File: src/rtl/inst_fetch.sv
// inst_fetch: ROM fetch initiator with PC, 2-entry fetch queue and decode handshake.
// Ports: clk/rst, rom_ce/rom_addr/rom_inst, id_valid/id_ready/id_pc/id_inst,
// br_valid/br_target, halt, ifault. Optional macro: IF_FAULT_CHECK_EN.
module inst_fetch #(
  parameter int          ADDR_W   = 6,
  parameter logic [31:0] RESET_PC = 32'h0000_0000
) (
  input  logic              clk,
  input  logic              rst,
  output logic              rom_ce,
  output logic [ADDR_W-1:0] rom_addr,
  input  logic [31:0]       rom_inst,
  output logic              id_valid,
  input  logic              id_ready,
  output logic [31:0]       id_pc,
  output logic [31:0]       id_inst,
  input  logic              br_valid,
  input  logic [31:0]       br_target,
  input  logic              halt,
  output logic              ifault
);

  typedef enum logic [1:0] {
    IDLE,
    FETCH,
    HALTED
  } state_t;

  state_t      state, state_nx;
  logic [31:0] pc, pc_nx;
  logic [31:0] q_pc   [2];
  logic [31:0] q_inst [2];
  logic        rd_ptr, wr_ptr;
  logic [1:0]  count;
  logic        full, pop, push;
  logic        try_cap, bad, fault;

  assign rom_ce   = (state == FETCH);
  assign rom_addr = pc[ADDR_W+1:2];
  assign full     = (count == 2'd2);
  assign id_valid = (count != 2'd0);
  assign id_pc    = id_valid ? q_pc[rd_ptr]   : '0;
  assign id_inst  = id_valid ? q_inst[rd_ptr] : '0;

  // a redirect edge owns the queue: no capture, and the head is dropped
  assign try_cap = (state == FETCH) && !br_valid;
  assign pop     = id_valid && id_ready && !br_valid;
  assign push    = try_cap && !bad && (!full || pop);

`ifdef IF_FAULT_CHECK_EN
  assign bad = (pc[1:0] != 2'b00) || (pc[31:ADDR_W+2] != '0);

  always_ff @(posedge clk or posedge rst) begin
    if (rst) fault <= 1'b0;
    else if (try_cap && bad) fault <= 1'b1;
  end
`else
  assign bad   = 1'b0;
  assign fault = 1'b0;
`endif

  assign ifault = fault;

  always_comb begin
    state_nx = state;
    unique case (state)
      IDLE:   state_nx = FETCH;
      FETCH:  if (!br_valid && (halt || bad)) state_nx = HALTED;
      HALTED: if (!br_valid && !halt && !fault) state_nx = FETCH;
      default: state_nx = IDLE;
    endcase
  end

  always_comb begin
    pc_nx = pc;
    if (br_valid) pc_nx = br_target;
    else if (push) pc_nx = pc + 32'd4;
  end

  always_ff @(posedge clk or posedge rst) begin
    if (rst) begin
      state <= IDLE;
      pc    <= RESET_PC;
    end else begin
      state <= state_nx;
      pc    <= pc_nx;
    end
  end

  always_ff @(posedge clk or posedge rst) begin
    if (rst) begin
      count  <= 2'd0;
      rd_ptr <= 1'b0;
      wr_ptr <= 1'b0;
      for (int i = 0; i < 2; i++) begin
        q_pc[i]   <= '0;
        q_inst[i] <= '0;
      end
    end else if (br_valid) begin
      count  <= 2'd0;
      rd_ptr <= 1'b0;
      wr_ptr <= 1'b0;
    end else begin
      if (push) begin
        q_pc[wr_ptr]   <= pc;
        q_inst[wr_ptr] <= rom_inst;
        wr_ptr         <= ~wr_ptr;
      end
      if (pop) rd_ptr <= ~rd_ptr;
      unique case ({push, pop})
        2'b10:   count <= count + 2'd1;
        2'b01:   count <= count - 2'd1;
        default: count <= count;
      endcase
    end
  end

endmodule

File: config.mk
export PLATFORM = sky130hd
export DESIGN_NAME = inst_fetch
export DESIGN_NICKNAME = d
export VERILOG_FILES = /design/src/rtl/inst_fetch.sv
export SDC_FILE = /design/constraint.sdc
export NUM_CORES = 1
export LEC_CHECK = 0
export CAP_MARGIN = 10
export CORE_MARGIN = 2
export CORE_UTILIZATION = 58
export DETAILED_ROUTE_END_ITERATION = 6
export PLACE_DENSITY = 0.91
export SLEW_MARGIN = 20
export SYNTH_ARGS = -nofsm -noshare
export SYNTH_HDL_FRONTEND = slang
export SYNTH_SLANG_ARGS = --single-unit
export TNS_END_PERCENT = 100
File: constraint.sdc
create_clock -name clk -period 15.4 [get_ports clk]
set_clock_uncertainty 0.05 [all_clocks]
set_input_delay 3.08 -clock clk [delete_from_list [all_inputs] [get_ports clk]]
set_output_delay 3.08 -clock clk [all_outputs]
set_load 0.05 [all_outputs]
### Word level (Yosys, flattened, before mapping)

Index checks and enable logic that the tools add are counted.

* bits in registers: 166
* bits of input ports: 69
* output and inout bits: 73

* $add $sub $neg: 3
* $lt $le $gt $ge: 3
* equality and inequality tests: 7
* multiplexer cells: 23
* bitwise logic cells: 5
* reductions and logical operators: 18

Operators by type and width (count)
* 2-to-1 mux 32 bit: 11
* bitwise mux 64 bit: 2
* adder 32 x 3 -> 32 bit, second input constant: 1
* demux 32 bit (select 1 bit): 1
* logical AND 1 bit: 7
* == test 2 bit, second input constant: 3
* 2-to-1 mux 2 bit: 3
* case mux 2 bit (3 select lines): 1
* nonzero test 2 bit: 3
* == test 2 x 1 -> 1 bit, second input constant: 2
* greater-or-equal comparator 2 bit, second input constant: 2
* 2-to-1 mux 1 bit: 4
* NOT 1 -> 2 bit: 2
* case mux 2 bit (2 select lines): 1
* AND reduction 2 bit: 2
* logical NOT 1 bit: 3
* NOT 1 bit: 3
* nonzero test 3 bit: 1
* adder 2 x 1 -> 2 bit, second input constant: 1
* logical NOT 2 bit: 1
* < comparator 2 x 1 -> 1 bit, second input constant: 1
* != test 2 x 1 -> 1 bit, second input constant: 1
* != test 2 bit, second input constant: 1
* subtractor 2 x 1 -> 2 bit, second input constant: 1
* logical OR 1 bit: 1

### Longest topological paths before layout

Gate-level depths: netlist of the first run.

* word-level depth: 8
* depth in mapped cells: 7
* mapped depth without buffers: 5

### Worst setup path before layout of the first run

OpenSTA, ideal clock, no wires.

* path type: reg-to-output
* start: register rd_ptr
* end: output id_inst[0]
* arrival time: 1.954 ns
* required time: 12.270 ns
* setup slack: 10.316 ns
* cell stages (with the launch flop): 5
* path buffers: 2
* cell sequence: dfrtp_1 clkbuf_1 buf_1 mux2i_1 nor2_1

* cells in the longest elaborated chain, start to end: 5

Ends and longest elaborated chain
* start, declared: line 33 `logic rd_ptr, wr_ptr;`
* start signal, assigned: line 109 `if (pop) rd_ptr <= ~rd_ptr;`
* NOT 1 -> 2 bit (implied by the code): line 43 `assign id_inst = id_valid ? q_inst[rd_ptr] : '0;`
* 2-to-1 mux 32 bit (implied by the code) (3 in a row): line 43
* 2-to-1 mux 32 bit: line 43
* end, declared: line 16 `output logic [31:0] id_inst,`

Every way passes these cells. The select of a mux whose other input is x is not followed.

### Worst setup path after layout of the first run

* start: register rd_ptr
* end: output id_pc[15]

* cells in the longest elaborated chain, start to end: 5

Ends and longest elaborated chain
* NOT 1 -> 2 bit (implied by the code): line 42 `assign id_pc = id_valid ? q_pc[rd_ptr] : '0;`
* 2-to-1 mux 32 bit (implied by the code) (3 in a row): line 42
* 2-to-1 mux 32 bit: line 42
* end, declared: line 15 `output logic [31:0] id_pc,`

Every way passes these cells. The select of a mux whose other input is x is not followed.

==> impl_metrics.ini, run 1 <==
[setup_path]
worst-setup-path-type = reg -> out
cp.arrival_ps = 2750
crit_required_ps = 12270
critPathMaxFanout = 34
cp-end-kind = output pin
cp-start-kind = flip-flop

[die]
ios = 142
dieArea_um2 = 15300
coreArea_um2 = 13900
initial_core_util = 0.596
rows = 43
dieWidth_um = 124
die_h_um = 124

[clock_network]
postCtsHoldBufs = 0
cts_setup_buffers = 0
ctsHtreeMaxLevel = 4
cts.clk_slew.worst_paths_ps = 60
clock_latency_ps = 420
clock_path_buffers = 2
root_buffer = clkbuf_16
cts_buffers = 17
cts_tree = yes
cts_num_sinks = 166
cts_resized = 0

[layout]
finalNonFillerCells = 980
fillCellCount = 896
final_util = 0.733
num_antenna_cells = 0
drive_above_1_share = 0.224
area_delta_synth_final_pct = 22.9
num-nets-final = 857

[synthesis]
synth_warnings = 0
synth_cell_type_count = 55
synth_area_per_cell_um2 = 12.3
syn_nets = 743
netlist_area_um2 = 8310
async_flop_share = 1.00
ys_seq_area_frac = 0.500
postSynthCellCount = 673
ys_ff_latch = 166
synth_edf_count = 0
yosys_most_used_dff = dfrtp_1

[detailed_routing]
drt-initial-drc-count = 440
wl_met2_mm = 9.30
wirelength_mm = 18.6
num_vias = 5813
first_pass_iters = 5
post_drt_wl_per_cell_um = 19.0
vias_per_cell = 5.93
drc = 0
m1WireLength_mm = 8.06
highest_layer = met4
wl_met3_mm = 1.03
antenna_left = 0

[timing]
fin_crit_sh = 0.382
maxSlewHeadroom = 0.322
fin_crit_ps = 5880
hold_viol = 0
worst_slew_pin_slew_ps = 1020
rsz0062_at_grt = false
setup_viol_count_final = 0
setup_tns_ps = 0
worst_slack_ps = 9520
max_freq_mhz = 170
slew_violations = 0

[global_route]
grt_pass1_vias = 5916
grt_pass1_wl_mm = 29.5
grt_max_degree = 99
antenna_found_initial = 0
grt_overflow = 0
grt_util_all_layers = 0.251

[power]
finalPower_mw = 2.12
p_leak_nw = 4.18
peakVddDrop_uv = 113
power.density_nw_per_um2 = 208

[placed_design]
dp_hpwl_mm = 11.7
place_congestion = 0.790
place.port_buffers = 140
post-place-cells = 947
dp_slack_ps = 9230

[run_status]
status = finished clean

[run]
maxCapViolations = 0

[hold_path]
min_path_type = reg -> reg
## worst paths after layout
check | start | to | slack [ps] | cells past startpoint
min in group asynchronous | rst | q_inst[16]$_DFFE_PP0P_ | 3160 | 2
max in group asynchronous | rst | q_pc[51]$_DFFE_PP0P_ | 10710 | 3
hold reg to reg | q_pc[37]$_DFFE_PP0P_ | q_pc[37]$_DFFE_PP0P_ | 450 | 1
hold / removal | q_pc[37]$_DFFE_PP0P_ | q_pc[37]$_DFFE_PP0P_ | 450 | 1
setup / recovery | rd_ptr$_DFFE_PP0P_ | id_pc[15] | 9520 | 4
setup reg to reg | state[1]$_DFFE_PP0P_ | q_inst[31]$_DFFE_PP0P_ | 12530 | 5
## worst max-delay path, cell delays in order, from the launching register on
cell and delay, ps:
dfrtp_4 820, buf_12 350, mux2i_1 340, nor2_1 80, clkdlybuf4s50_1 730
## flip-flops by register name (all words and copies together) (netlist names)
register	flops
pc	32
q_inst	64
state	2
q_pc	64
wr_ptr	1
count	2
rd_ptr	1
## cells in the mapped netlist (all sizes together), types with 4 or more instances
master,n,share of area
nand2,26,0.012
and3,8,0.0068
nand4,8,0.0075
buf,33,0.034
dfrtp,166,0.50
and4,4,0.0042
o31ai,9,0.0081
nor4,5,0.0056
inv,7,0.0032
xor2,4,0.0042
xnor2,8,0.0084
mux2i,65,0.078
nor2,84,0.039
o21ai,17,0.010
or4,13,0.012
nor3,4,0.0024
mux2,131,0.20
a31oi,13,0.0098
nand3,15,0.0090
clkbuf,19,0.0089
## cell families (layout without fill, tap and decap cells)
group,Yosys count,after routing,synth area share
multiplexers,196,196,0.283
AND/OR/NAND/NOR,187,187,0.117
flip-flops,166,166,0.500
buffers and inverters,59,186,0.0464
AO/OA/AOI/OAI,51,51,0.0391
XOR/XNOR,12,12,0.0126
adder cells (fa/ha/maj),1,1,0.00151
other,1,1,0.000451
## through the flow
stage          hold WS [ps]  area [um2]
2_1_floorplan           407        8310
3_3_place_gp            419        9630
3_5_place_dp            443        9630
4_1_cts                 457       10200
5_1_grt                 463       10200
6_report                451       10200
## final cells by class
class,instances,area [um2],share of cell area
Sequential cell,166,4160,0.407
Multi-Input combinational cell,448,3780,0.370
Timing Repair Buffer,147,1460,0.143
Clock buffer,20,447,0.0437
Tap cell,180,225,0.0221
Clock inverter,12,110,0.0108
Inverter,7,31.3,0.00306
## cells in the final DEF, fill, tap and decap left out, drive strengths merged, types with 2 or more instances in the layout
| cell | Yosys | routed |
|---|---|---|
| nor3 | 4 | 4 |
| o211ai | 3 | 3 |
| nand3b | 2 | 2 |
| o21ai | 17 | 17 |
| inv | 7 | 7 |
| mux2 | 131 | 131 |
| clkinv | 0 | 10 |
| o31ai | 9 | 9 |
| buf | 33 | 8 |
| or4 | 13 | 13 |
| mux2i | 65 | 65 |
| xor2 | 4 | 4 |
| nor2 | 84 | 84 |
| and4 | 4 | 4 |
| a31oi | 13 | 13 |
| nand2b | 3 | 3 |
| dfrtp | 166 | 166 |
| xnor2 | 8 | 8 |
| or3 | 3 | 3 |
| nand4 | 8 | 8 |
| clkdlybuf4s50 | 0 | 139 |
| or4b | 2 | 2 |
| clkbuf | 19 | 20 |
| bufinv | 0 | 2 |
| a22oi | 2 | 2 |
| and3 | 8 | 8 |
| nand2 | 26 | 26 |
| nor2b | 3 | 3 |
| nor3b | 2 | 2 |
| nor4 | 5 | 5 |
| nand3 | 15 | 15 |
## power by group
group	switching, mW	internal, mW
Sequential	0.138	0.622
Combinational	0.508	0.444
Clock	0.167	0.240
## routing by layer
| layer | up-vias | global-route usage |
|---|---|---|
| li1 | 2614 | - |
| met1 | 2981 | 0.325 |
| met2 | 192 | 0.423 |
| met3 | 26 | 0.0559 |
| met4 | 0 | 0.0767 |
| met5 | - | 0 |
(Power assumes the default switching activity.)
==> inputs of run 2 (changes only) <==
- CORE_UTILIZATION: 58 -> 48
- PLACE_DENSITY: 0.91 -> 0.81
- clock period: 15.4 -> 5.21 ns (I/O delays scaled with it)
==> run 2 against run 1 <==
Effect of this change:
- clock power rose to 3.0 times the previous value
- largest power group unchanged
- first-iteration DRC count shrank 21%
- register-to-register slack worse by 9900 ps
- hold slack better by 2.5 ps
- routed wire length down 2.9%
- design area up 1.2%
- cell count grew 4.7%
==> impl_metrics.ini, run 2 (synthesized netlist as in run 1, its figures left out) <==
[layout]
fin_area_um2 = 10300
final_util = 0.604
drive_above_1_share = 0.226
reg.largest.list = q_inst: 64 flops, q_pc: 64 flops, pc: 32 flops
layout_common_cells = dfrtp_1 (165), clkdlybuf4s50_1 (139), nor2_1 (82)
finalNonFillerCells = 1026
num_antenna_cells = 0
final_common_cell = dfrtp_1
area_delta_synth_final_pct = 24.3
num-nets-final = 858
fillCellCount = 1368

[power]
p_leak_nw = 4.20
power.density_nw_per_um2 = 609
comb_power_share = 0.446
pwr-share-seq = 0.357
swShare = 0.379
peakVddDrop_uv = 313
intPower_mw = 3.90
pwr-share-clk = 0.197
p_switching_mw = 2.39

[global_route]
grt_util_all_layers = 0.206
grt_pass1_vias = 5633
grt_overflow = 0
antenna_found_initial = 0
grt_max_degree = 167
grt_pass1_wl_mm = 29.7

[die]
rows = 48
dieWidth_um = 136
ios = 142
initial_core_util = 0.486
die_h_um = 136
coreArea_um2 = 17100
dieArea_um2 = 18400

[detailed_routing]
first_pass_iters = 5
vias_per_cell = 5.46
antenna_left = 0
drc = 0
num_vias = 5604
post_drt_wl_per_cell_um = 17.6
wirelength_mm = 18.1
drt-initial-drc-count = 346

[timing]
fin_crit_ps = 3910
setup_viol_count_final = 0
setup_tns_ps = 0
hold_viol = 0
rsz0062_at_grt = false
fin_crit_sh = 0.750
worst_slew_pin_slew_ps = 869
slew_violations = 0
maxSlewHeadroom = 0.421
worst_slack_ps = 1300
max_freq_mhz = 256

[clock_network]
root_buffer = clkbuf_16
postCtsHoldBufs = 0
cts_buffers = 17
cts_num_sinks = 166
cts_setup_buffers = 0
cts.clk_slew.worst_paths_ps = 60
clock_path_buffers = 2
clock_latency_ps = 420
cts_tree = yes
ctsHtreeMaxLevel = 4
cts_resized = 0

[setup_path]
worstReg2RegStart = state[1]$_DFFE_PP0P_
critPathMaxFanout = 30
crit_required_ps = 4120
cp.arrival_ps = 2810
r2r_setup_slack_ps = 2620
reg2reg_depth = 5
reg2reg_to = q_pc[31]$_DFFE_PP0P_
cp-end-kind = output pin
cp-start-kind = flip-flop
worst-setup-path-type = reg -> out

[placed_design]
place_area_um2 = 9740
place.port_buffers = 140
dp_slack_ps = 1680
post-place-cells = 994
dp_hpwl_mm = 12.0
place_congestion = 0.776

[hold_path]
min_path_type = reg -> reg
hp-start = q_inst[56]$_DFFE_PP0P_
hold_end = q_inst[56]$_DFFE_PP0P_
whs_path_depth = 1

[run_status]
status = finished clean

[run]
maxCapViolations = 0
run 2: worst max path at each step:
stage | start | to | slack [ps] | cells after the start
2_1_floorplan | rst | count[0]$_DFFE_PP0P_ | 2010 | 1
3_3_place_gp | id_ready | q_inst[31]$_DFFE_PP0P_ | 1710 | 6
3_5_place_dp | id_ready | q_inst[31]$_DFFE_PP0P_ | 1680 | 6
4_1_cts | count[0]$_DFFE_PP0P_ | id_valid | 1270 | 4
5_1_grt | rd_ptr$_DFFE_PP0P_ | id_pc[0] | 1160 | 4
6_report | count[0]$_DFFE_PP0P_ | id_valid | 1300 | 4
run 2: power by group through the flow:
| stage | clock, mW | sequential [mW] | combinational, mW |
|---|---|---|---|
| after floorplan | 0 | 2.08 | 2.26 |
| after global placement | 0 | 2.24 | 2.76 |
| after detailed placement | 0 | 2.26 | 2.82 |
| after CTS | 1.26 | 2.24 | 2.83 |
| after global routing | 1.32 | 2.32 | 2.98 |
| final | 1.24 | 2.25 | 2.80 |
run 2: worst max-delay path, stage by stage (launching register included):
cell and delay (ps):
dfrtp_1 490, nor2_4 700, buf_4 370, inv_1 110
clkdlybuf4s50_1 710
run 2: cell type report:
cell class / count / area [um2] / share of cell area
tap: 225 / 282 / 0.0272
inverter: 7 / 30.0 / 0.00291
sequential: 166 / 4160 / 0.402
clock buffer: 25 / 526 / 0.0509
multi-input combinational: 448 / 3780 / 0.366
clock inverter: 7 / 66.3 / 0.00642
timing repair buffer: 148 / 1490 / 0.145
run 2: per-layer routing:
metal  vias to the layer above  track usage  routed length [um]
met4                         0       0.0550                 148
met3                        13       0.0580                1120
met2                       181        0.314                8370
met1                      2788        0.292                8460
li1                       2622            -                   -
met5                         -            0                   0
run 2: through the flow:
step                total power, mW  hold slack (ps)
global placement               5.00              428
CTS                            6.34              459
floorplan                      4.34              407
global route                   6.62              467
detailed placement             5.08              444
finish                         6.29              454
